### src/rtl/mdu32_pkg.sv
// mdu32_pkg: shared definitions for the iterative multiply/divide unit.
//   - op encodings (MDU_MULT, MDU_MULTU, MDU_DIV, MDU_DIVU), also used by
//     the EX-stage decoder
//   - FSM state type for the unit's IDLE/CALC/FIX sequence
//   - small op-decode helpers
package mdu32_pkg;

    localparam logic [1:0] MDU_MULT  = 2'b00;
    localparam logic [1:0] MDU_MULTU = 2'b01;
    localparam logic [1:0] MDU_DIV   = 2'b10;
    localparam logic [1:0] MDU_DIVU  = 2'b11;

    typedef enum logic [1:0] {
        ST_IDLE = 2'd0,
        ST_CALC = 2'd1,
        ST_FIX  = 2'd2
    } mdu_state_t;

    // Bit 1 selects divide, bit 0 selects unsigned.
    function automatic logic mdu_is_div(input logic [1:0] op);
        return (op == MDU_DIV) || (op == MDU_DIVU);
    endfunction

    function automatic logic mdu_is_signed(input logic [1:0] op);
        return (op == MDU_MULT) || (op == MDU_DIV);
    endfunction

endpackage

### src/rtl/mdu32_step.sv
// mdu32_step: combinational (WIDTH+1)-bit add/subtract with carry/borrow out.
// Used for the multiply partial-product add and the divide trial subtract.
//   i_x    : first operand, WIDTH+1 bits
//   i_y    : second operand, WIDTH+1 bits
//   i_sub  : 0 = i_x + i_y, 1 = i_x - i_y
//   o_res  : low WIDTH+1 bits of the result
//   o_cout : carry out (add) or borrow out (subtract, 1 = result negative)
module mdu32_step #(
    parameter int WIDTH = 32
) (
    input  logic [WIDTH:0] i_x,
    input  logic [WIDTH:0] i_y,
    input  logic           i_sub,
    output logic [WIDTH:0] o_res,
    output logic           o_cout
);

    logic [WIDTH+1:0] w_ext;

    always_comb begin
        if (i_sub) begin
            w_ext = {1'b0, i_x} - {1'b0, i_y};
        end else begin
            w_ext = {1'b0, i_x} + {1'b0, i_y};
        end
        o_res  = w_ext[WIDTH:0];
        o_cout = w_ext[WIDTH+1];
    end

endmodule

### src/rtl/mdu32.sv
// mdu32: iterative multiply/divide unit for the EX stage.
// One operation takes 34 cycles: a start edge, 32 radix-2 iterations
// (shift-add multiply or restoring shift-subtract divide) and a sign
// fix-up edge that writes hi/lo/dz and pulses done.
//   clk   : clock, rising edge
//   clrn  : asynchronous active-low reset
//   start : request, sampled only in IDLE
//   op    : 00 MULT, 01 MULTU, 10 DIV, 11 DIVU
//   a, b  : multiplicand/dividend, multiplier/divisor
//   busy  : operation in progress
//   done  : one-cycle pulse when hi/lo/dz are updated
//   hi/lo : product[63:32]/[31:0] or remainder/quotient
//   dz    : divide-by-zero flag of the last completed operation
module mdu32
    import mdu32_pkg::*;
#(
    parameter int WIDTH = 32
) (
    input  logic             clk,
    input  logic             clrn,
    input  logic             start,
    input  logic [1:0]       op,
    input  logic [WIDTH-1:0] a,
    input  logic [WIDTH-1:0] b,
    output logic             busy,
    output logic             done,
    output logic [WIDTH-1:0] hi,
    output logic [WIDTH-1:0] lo,
    output logic             dz
);

    localparam int CNT_W = $clog2(WIDTH);

    mdu_state_t         r_state;
    logic [1:0]         r_op;
    logic [CNT_W-1:0]   r_cnt;
    logic [WIDTH-1:0]   r_acc;    // upper accumulator / partial remainder
    logic [WIDTH-1:0]   r_q;      // multiplier (shifting out) / quotient
    logic [WIDTH-1:0]   r_mcand;  // multiplicand / divisor magnitude
    logic               r_sa;
    logic               r_sb;
    logic               r_bz;
    logic               r_busy;
    logic               r_done;
    logic [WIDTH-1:0]   r_hi;
    logic [WIDTH-1:0]   r_lo;
    logic               r_dz;

    logic               w_div;
    logic               w_signed;
    logic               w_in_signed;
    logic [WIDTH:0]     w_step_x;
    logic [WIDTH:0]     w_step_y;
    logic [WIDTH:0]     w_step_res;
    logic               w_step_cout;
    logic [WIDTH:0]     w_mul_sum;
    logic [WIDTH-1:0]   w_nxt_acc;
    logic [WIDTH-1:0]   w_nxt_q;
    logic [2*WIDTH-1:0] w_prod;
    logic [WIDTH-1:0]   w_fix_hi;
    logic [WIDTH-1:0]   w_fix_lo;
    logic [WIDTH-1:0]   w_abs_a;
    logic [WIDTH-1:0]   w_abs_b;

    // Magnitude of a two's-complement value; the most negative value maps
    // to itself, which is its correct unsigned magnitude.
    function automatic logic [WIDTH-1:0] f_abs(input logic [WIDTH-1:0] x,
                                               input logic             is_signed);
        return (is_signed && x[WIDTH-1]) ? -x : x;
    endfunction

    assign w_div       = mdu_is_div(r_op);
    assign w_signed    = mdu_is_signed(r_op);
    assign w_in_signed = mdu_is_signed(op);
    assign w_abs_a     = f_abs(a, w_in_signed);
    assign w_abs_b     = f_abs(b, w_in_signed);

    // Divide shifts the next dividend bit into the remainder before the
    // trial subtract; multiply adds into the zero-extended accumulator.
    assign w_step_x = w_div ? {r_acc, r_q[WIDTH-1]} : {1'b0, r_acc};
    assign w_step_y = {1'b0, r_mcand};

    mdu32_step #(
        .WIDTH (WIDTH)
    ) u_step (
        .i_x    (w_step_x),
        .i_y    (w_step_y),
        .i_sub  (w_div),
        .o_res  (w_step_res),
        .o_cout (w_step_cout)
    );

    always_comb begin
        w_mul_sum = r_q[0] ? w_step_res : {1'b0, r_acc};
        if (w_div) begin
            // A borrow means the trial went negative: keep the shifted value.
            w_nxt_acc = w_step_cout ? w_step_x[WIDTH-1:0] : w_step_res[WIDTH-1:0];
            w_nxt_q   = {r_q[WIDTH-2:0], ~w_step_cout};
        end else begin
            // Shift {carry, acc, multiplier} right by one.
            w_nxt_acc = w_mul_sum[WIDTH:1];
            w_nxt_q   = {w_mul_sum[0], r_q[WIDTH-1:1]};
        end
    end

    always_comb begin
        w_prod   = {r_acc, r_q};
        w_fix_hi = r_acc;
        w_fix_lo = r_q;
        if (w_div) begin
            if (w_signed && (r_sa ^ r_sb)) begin
                w_fix_lo = -r_q;
            end
            // Remainder follows the dividend sign; with a zero divisor the
            // remainder equals |a|, so this also restores the original a.
            if (w_signed && r_sa) begin
                w_fix_hi = -r_acc;
            end
            if (r_bz) begin
                w_fix_lo = '1;
            end
        end else if (w_signed && (r_sa ^ r_sb)) begin
            {w_fix_hi, w_fix_lo} = -w_prod;
        end
    end

    always_ff @(posedge clk or negedge clrn) begin
        if (!clrn) begin
            r_state <= ST_IDLE;
            r_op    <= '0;
            r_cnt   <= '0;
            r_acc   <= '0;
            r_q     <= '0;
            r_mcand <= '0;
            r_sa    <= 1'b0;
            r_sb    <= 1'b0;
            r_bz    <= 1'b0;
            r_busy  <= 1'b0;
            r_done  <= 1'b0;
            r_hi    <= '0;
            r_lo    <= '0;
            r_dz    <= 1'b0;
        end else begin
            case (r_state)
                ST_IDLE: begin
                    r_done <= 1'b0;
                    if (start) begin
                        r_op    <= op;
                        r_sa    <= a[WIDTH-1];
                        r_sb    <= b[WIDTH-1];
                        r_bz    <= (b == '0);
                        r_mcand <= mdu_is_div(op) ? w_abs_b : w_abs_a;
                        r_q     <= mdu_is_div(op) ? w_abs_a : w_abs_b;
                        r_acc   <= '0;
                        r_cnt   <= '0;
                        r_busy  <= 1'b1;
                        r_state <= ST_CALC;
                    end
                end
                ST_CALC: begin
                    r_acc <= w_nxt_acc;
                    r_q   <= w_nxt_q;
                    r_cnt <= r_cnt + CNT_W'(1);
                    if (r_cnt == '1) begin
                        r_state <= ST_FIX;
                    end
                end
                ST_FIX: begin
                    r_hi    <= w_fix_hi;
                    r_lo    <= w_fix_lo;
                    r_dz    <= w_div && r_bz;
                    r_done  <= 1'b1;
                    r_busy  <= 1'b0;
                    r_state <= ST_IDLE;
                end
                default: begin
                    r_state <= ST_IDLE;
                end
            endcase
        end
    end

    assign busy = r_busy;
    assign done = r_done;
    assign hi   = r_hi;
    assign lo   = r_lo;
    assign dz   = r_dz;

endmodule

### config.mk
export PLATFORM = sky130hd
export DESIGN_NAME = mdu32
export DESIGN_NICKNAME = d
export VERILOG_FILES = /design/src/rtl/mdu32_pkg.sv /design/src/rtl/mdu32_step.sv /design/src/rtl/mdu32.sv
export SDC_FILE = /design/constraint.sdc
export NUM_CORES = 1
export LEC_CHECK = 0
export CAP_MARGIN = 5
export CORE_ASPECT_RATIO = 0.6
export CORE_MARGIN = 2
export CORE_UTILIZATION = 46
export DETAILED_ROUTE_END_ITERATION = 8
export MAX_ROUTING_LAYER = met4
export PLACE_DENSITY = 0.69
export SKIP_CTS_REPAIR_TIMING = 1
export SYNTH_ARGS = -nofsm -noshare
export SYNTH_HDL_FRONTEND = slang
export SYNTH_SLANG_ARGS = --single-unit
### constraint.sdc
create_clock -name clk -period 4.63 [get_ports clk]
set_input_delay 1.1575 -clock clk [delete_from_list [all_inputs] [get_ports clk]]
set_output_delay 1.1575 -clock clk [all_outputs]
set_load 0.01 [all_outputs]
; ---- Word-level counts from Yosys, hierarchy flattened
; Index checks and enable logic that the tools add are counted.
[word_totals]
latchBits = 0
out_inout_bits = 67
romBits = 0
inputBits = 69
reg_bits = 175
mem_bits_rw = 0
memories = 0
[classes]
muxes = 29
bitwise = 2
n_eq_ne = 9
shift = 0
mul = 0
addsub = 8
order_cmp = 0
n_div = 0
n_reduce_logical = 19
[op_table]
columns = cell, n
row1 = $mux 32, 16
row2 = $neg 32->32, 4
row3 = $pmux 32 s2, 2
row4 = $mux 33, 2
row5 = $neg 64->64, 1
row6 = $add 33x32->34, 1
row7 = $mux 34, 1
row8 = $sub 33x32->34, 1
row9 = $logic_not 32->1, 1
row10 = $eq 2x2->1 const B, 5
row11 = $pmux 5 s2, 1
row12 = $reduce_and 2->1, 4
row13 = $logic_not 2->1, 3
row14 = $add 5x1->5 const B, 1
row15 = $eq 5x5->1 const B, 1
row16 = $logic_and 1x1->1, 5
row17 = $mux 5, 1
row18 = $logic_or 1x1->1, 4
row19 = $mux 2, 2
row20 = $ne 2x2->1 const B, 2
row21 = $pmux 1 s2, 2
row22 = $pmux 2 s2, 1
row23 = $reduce_bool 2->1, 2
row24 = $eq 2x1->1 const B, 1
row25 = other kinds (3), 3

; ---- Depth between registers and ports, before layout
[logic_depth]
ltp_word = 8
mapped_depth = 19
depth_no_buf = 17

; ---- Hierarchy
; Synthesis repeated with hierarchy kept, for this count alone.
[unflattened]
cells_unflattened = 1879
area_unflattened_um2 = 14896.8
[modules_own_cells]
columns = module, seq_area_each_um2, n_inst, cells_per_inst, area_each_um2
row1 = mdu32, 4379.2, 1, 1512, 12453.2
row2 = mdu32_step, 0.0, 1, 367, 2443.6

; ---- Least setup slack after synthesis
; OpenSTA, ideal clock, no wires.
[synth_timing]
kind = register -> register
from = reg r_op[1]
to = reg r_acc[29]
slack_ps = 103
path_stages_with_launch = 16
setup_time_ps = 122
period_less_slack_ps = 4527
arrival_time_ps = 4405
required_ps = 4508
path_cell_list = dfrtp_1 -> clkbuf_1 -> clkbuf_1 -> clkbuf_1 -> buf_1 -> mux2_2 -> ha_1 -> clkbuf_1 -> a21oi_1 -> o21a_1 -> or4_1 -> and3_1 -> clkbuf_1 -> o311a_1 -> a311o_1 -> a32o_1
[synth_via]
elab_chain_cells = 8
elab_cells_between_ends = 11
cone_classes = add/sub: 2 / eq/ne: 2 / mux: 6 / reduce/logical: 1
[synth_lines]
columns = element, line_no
row1 = "start, declared", mdu32.sv:35  ; logic [1:0] r_op;
row2 = "start signal, assigned", mdu32.sv:148  ; r_op <= op;
row3 = $eq 2x2->1, mdu32_pkg.sv:21  ; return (op == MDU_DIV) || (op == MDU_DIVU);
row4 = $logic_or 1x1->1 *, mdu32_pkg.sv:21
row5 = $mux 33, mdu32.sv:80  ; assign w_step_x = w_div ? {r_acc, r_q[WIDTH-1]} : {1'b0, r_acc};
row6 = $add 33x32->34 / $sub 33x32->34 (equally long branches), "mdu32_step.sv:24, mdu32_step.sv:22"
row7 = $mux 34, mdu32_step.sv:21  ; if (i_sub) begin
row8 = $mux 33 / $mux 32 (equally long branches), "mdu32.sv:94, mdu32.sv:97"
row9 = $mux 32 *, mdu32.sv:95  ; if (w_div) begin
row10 = $pmux 32 s2 *, mdu32.sv:144  ; case (r_state)
row11 = "end signal, assigned", mdu32.sv:161  ; r_acc <= w_nxt_acc;
row12 = "end, declared", mdu32.sv:37  ; logic [WIDTH-1:0] r_acc;
; Mark *: on every way between the ends. The rest lies on a longest branch, timed or not.
; A chain may end at the register's enable or synchronous reset.

; ---- Worst setup path in the final report
[layout_timing]
from = reg r_mcand[19]
to = reg r_acc[29]
[layout_via]
elab_chain_cells = 5
elab_cells_between_ends = 7
cone_classes = add/sub: 2 / mux: 5
[layout_lines]
columns = element, line_no
row1 = "start, declared", mdu32.sv:39  ; logic [WIDTH-1:0] r_mcand;
row2 = "start signal, assigned", mdu32.sv:152  ; r_mcand <= mdu_is_div(op) ? w_abs_b : w_abs_a;
row3 = $add 33x32->34 / $sub 33x32->34 (equally long branches), "mdu32_step.sv:24, mdu32_step.sv:22"
row4 = $mux 34 *, mdu32_step.sv:21
row5 = $mux 33 / $mux 32 (equally long branches), "mdu32.sv:94, mdu32.sv:97"
row6 = $mux 32 *, mdu32.sv:95
row7 = $pmux 32 s2 *, mdu32.sv:144
; Marks and branches as above.

==> run summary <==
Summed over all layers, the global routing overflow is 0. The tools report the final number of hold-violating endpoints as 0. The tools report the launching element of the worst setup path as r_mcand[19]. The detailed placement HPWL is 41.3 mm, and the number of buffers inserted during clock tree synthesis is 17.

CTS saw 175 sinks. The synthesized design spends more area on one cell type than any other, namely dfrtp_1. Clock-pin slew was measured on the worst setup and hold paths at 0.08 ns. The maximum fanout along the worst path works out to 6. A synthesized cell averages 7.85 um^2. The H-tree was split into 4 levels. Headroom to the max-slew limit came out at 30.4%. Setup repair after global routing left no endpoint under its margin.

The flow ran to the end, and the final reports show no timing, DRC or antenna violations. The region available for standard cell placement spans 0.0312 mm^2. The detailed-routing iteration count for the pre-antenna-repair pass came out at 6.

The clock tree root driver cell is clkbuf_16. Input and output buffers added on the ports amount to 135. After synthesis, the cell types taking the most area are dfrtp_1, xnor2_1, o21ai_0.

In the final routed layout, each cell accounts on average for 21.8 um. The run gives 0 as the count of pins over their slew limit. The startpoint identified for the worst register-to-register timing path is r_mcand[19].

Routability-driven placement finished with a final weighted congestion of 1.04. By count the netlist is led by nand2_1, dfrtp_1, nor2_1. The first routing iteration left 2,016 violations. The source of the worst hold timing path is hi[30].

The initial utilization of the core area, before any placement, comes to 46.8%. The die covers 0.0332 mm^2. For the final database, setup skew stands at 0.0136 ns. Start-to-end type of the worst setup path: reg -> reg.

STA classifies the critical path startpoint as a flop. The number of nets in the synthesized netlist is 1,965. In the finished design, the share of the clock period the worst path needs comes to 95.5%. Once detail routing completed, the nets flagged for antenna violations numbered 0. After detailed routing, the number of remaining DRC violations is 0.

The total routing resource utilization after global routing was 32.7%; the unique cell type count in the Yosys netlist was 79. Data arrives at the worst endpoint at 4.76 ns. In this run the horizontal extent of the chip is 234 um. The worst register-to-register path has a setup slack of 0.21 ns. STA classifies the critical path endpoint as a flop. The longest clock path from root to sink contains 2 buffers.

Derived from the worst setup path, the maximum achievable clock frequency is 226 MHz. For the worst-skew pair, the clock arrives at the later sink with an insertion delay of 0.45 ns. The run gives 13,600 as the number of global-route vias before repair. At the worst endpoint, the required time is 4.97 ns.

The synthesized netlist cell count was 1,856; the count of flip-flops with a built-in enable after synthesis was 0. Number of maximum-capacitance violations: 0. TritonCTS built the clock tree.

The area share of the largest cell type after synthesis works out to 30.1%. The min-delay analysis places its worst path in the category reg -> reg. The most common cell in the synthesized netlist is nand2_1.

The mapped netlist covers 0.0146 mm^2. For this block, the routed nets add up to 52.9 mm of wire. Entering global routing, the biggest net connects 93 pins.

The antenna diode count was 0; the number of rows created at floorplan was 50. Setup violations remaining at the end of the flow were counted as 0. The fraction of layout cells with a size suffix above 1 came out at 11.8%. The number of nets in the layout was 2,110; the fraction of synthesis flops using an asynchronous set or reset pin was 100%. In the routed layout, each cell is associated on average with a via count of 6.22. Synthesis inferred 175 register bits. For this block, the via count after detailed routing is 15,100. The vertical die dimension works out to 142 um. Among all flip-flop cells after synthesis, the most frequent one is dfrtp_1. The first global-routing pass estimated 80.5 mm of wire.

During I/O placement, the number of pins put on the boundary was 136. The sequential share of the synthesized area was 30.1%; the area overhead of the layout relative to synthesis was 21.2%. The smallest clock period supported by the final layout is computed as 4.42 ns. At the pin with the least slew margin, the transition time is 1.03 ns. The final total negative setup slack is 0 ns, and the initial antenna violation count is 0.

Count of warnings emitted by yosys: 0.
## final cells by class
class                   instances  area, um^2
fillers                      2887       13500
multi-input cells            1502        9580
flip-flops and latches        175        4380
repair buffers                268        2420
well taps                     416         520
clock buffers                  18         439
clock inverters                14         171
inverters                      37         139
## sequential cells by signal, summed over array words and instances (netlist names), 2 cells and up
signal   flops
hi          32
lo          32
r_acc       32
r_mcand     32
r_q         32
r_cnt        5
r_op         2
r_state      2
## routing by layer
layer  track usage (%)  routed length (um)  up-vias
met5                 -                   0        -
met4              5.93                 590        0
met3              8.50                6240       55
met2              40.8               20200      758
met1              51.3               25800     7290
li1                  -                   -     7019
## cells in the final DEF, fill, tap and decap left out, drive strengths merged, types with 19 or more instances in the layout
cell           instances
a31oi                 28
mux2                  32
inv                   42
mux2i                 59
dfrtp                175
buf                  135
nand2                211
or3                   19
xnor2                102
o31ai                 20
nor3                  66
o211ai                22
nor2                 175
nor4                  21
ha                    39
a21o                  19
nand3                 30
o21ai                171
a211oi                36
clkdlybuf4s50        133
a21oi                154
xor2                  72
## stage by stage
step | setup WS (ns) | hold WS (ns) | cells | cell area, um^2 | utilization [%]
after floorplan | 0.103 | 0.444 | 1856 | 14600 | -
after global placement | 0.173 | 0.459 | 2396 | 17000 | 54.5
after detailed placement | 0.0798 | 0.471 | 2396 | 17000 | 54.5
after CTS | 0.0595 | 0.488 | 2428 | 17600 | 56.5
after global routing | 0.0171 | 0.518 | 2430 | 17700 | 56.7
final | 0.208 | 0.480 | 2430 | 17700 | 56.7
## cell families after synthesis
logic type,synth area share (%)
AO/OA/AOI/OAI,24.3
multiplexers,6.53
XOR/XNOR,10.5
flip-flops,30.1
AND/OR/NAND/NOR,20.5
adder cells (fa/ha/maj),3.49
buffers and inverters,4.67
## worst paths after layout
path | endpoint | cells after the start
max | r_acc[29] | 13
min | hi[30] | 2
max reg2reg | r_acc[29] | 13
min reg2reg | hi[30] | 2
max in group asynchronous | r_op[1] | 2
min in group asynchronous | hi[10] | 1
## worst max-delay path: stages (launching register included)
cell	delay, ns
dfrtp_1	0.42
or4_4	0.58
or4_4	0.54
nor3_2	0.33
a21oi_1	0.13
xnor2_1	0.14
ha_1	0.36
nand3_1	0.14
or3_4	0.42
o31a_4	0.36
buf_4	0.16
and3_4	0.17
a311o_1	0.31
a32o_1	0.25
Power is not shown: default switching activity piles up to over one toggle a cycle in this logic, so the estimate is an artifact.
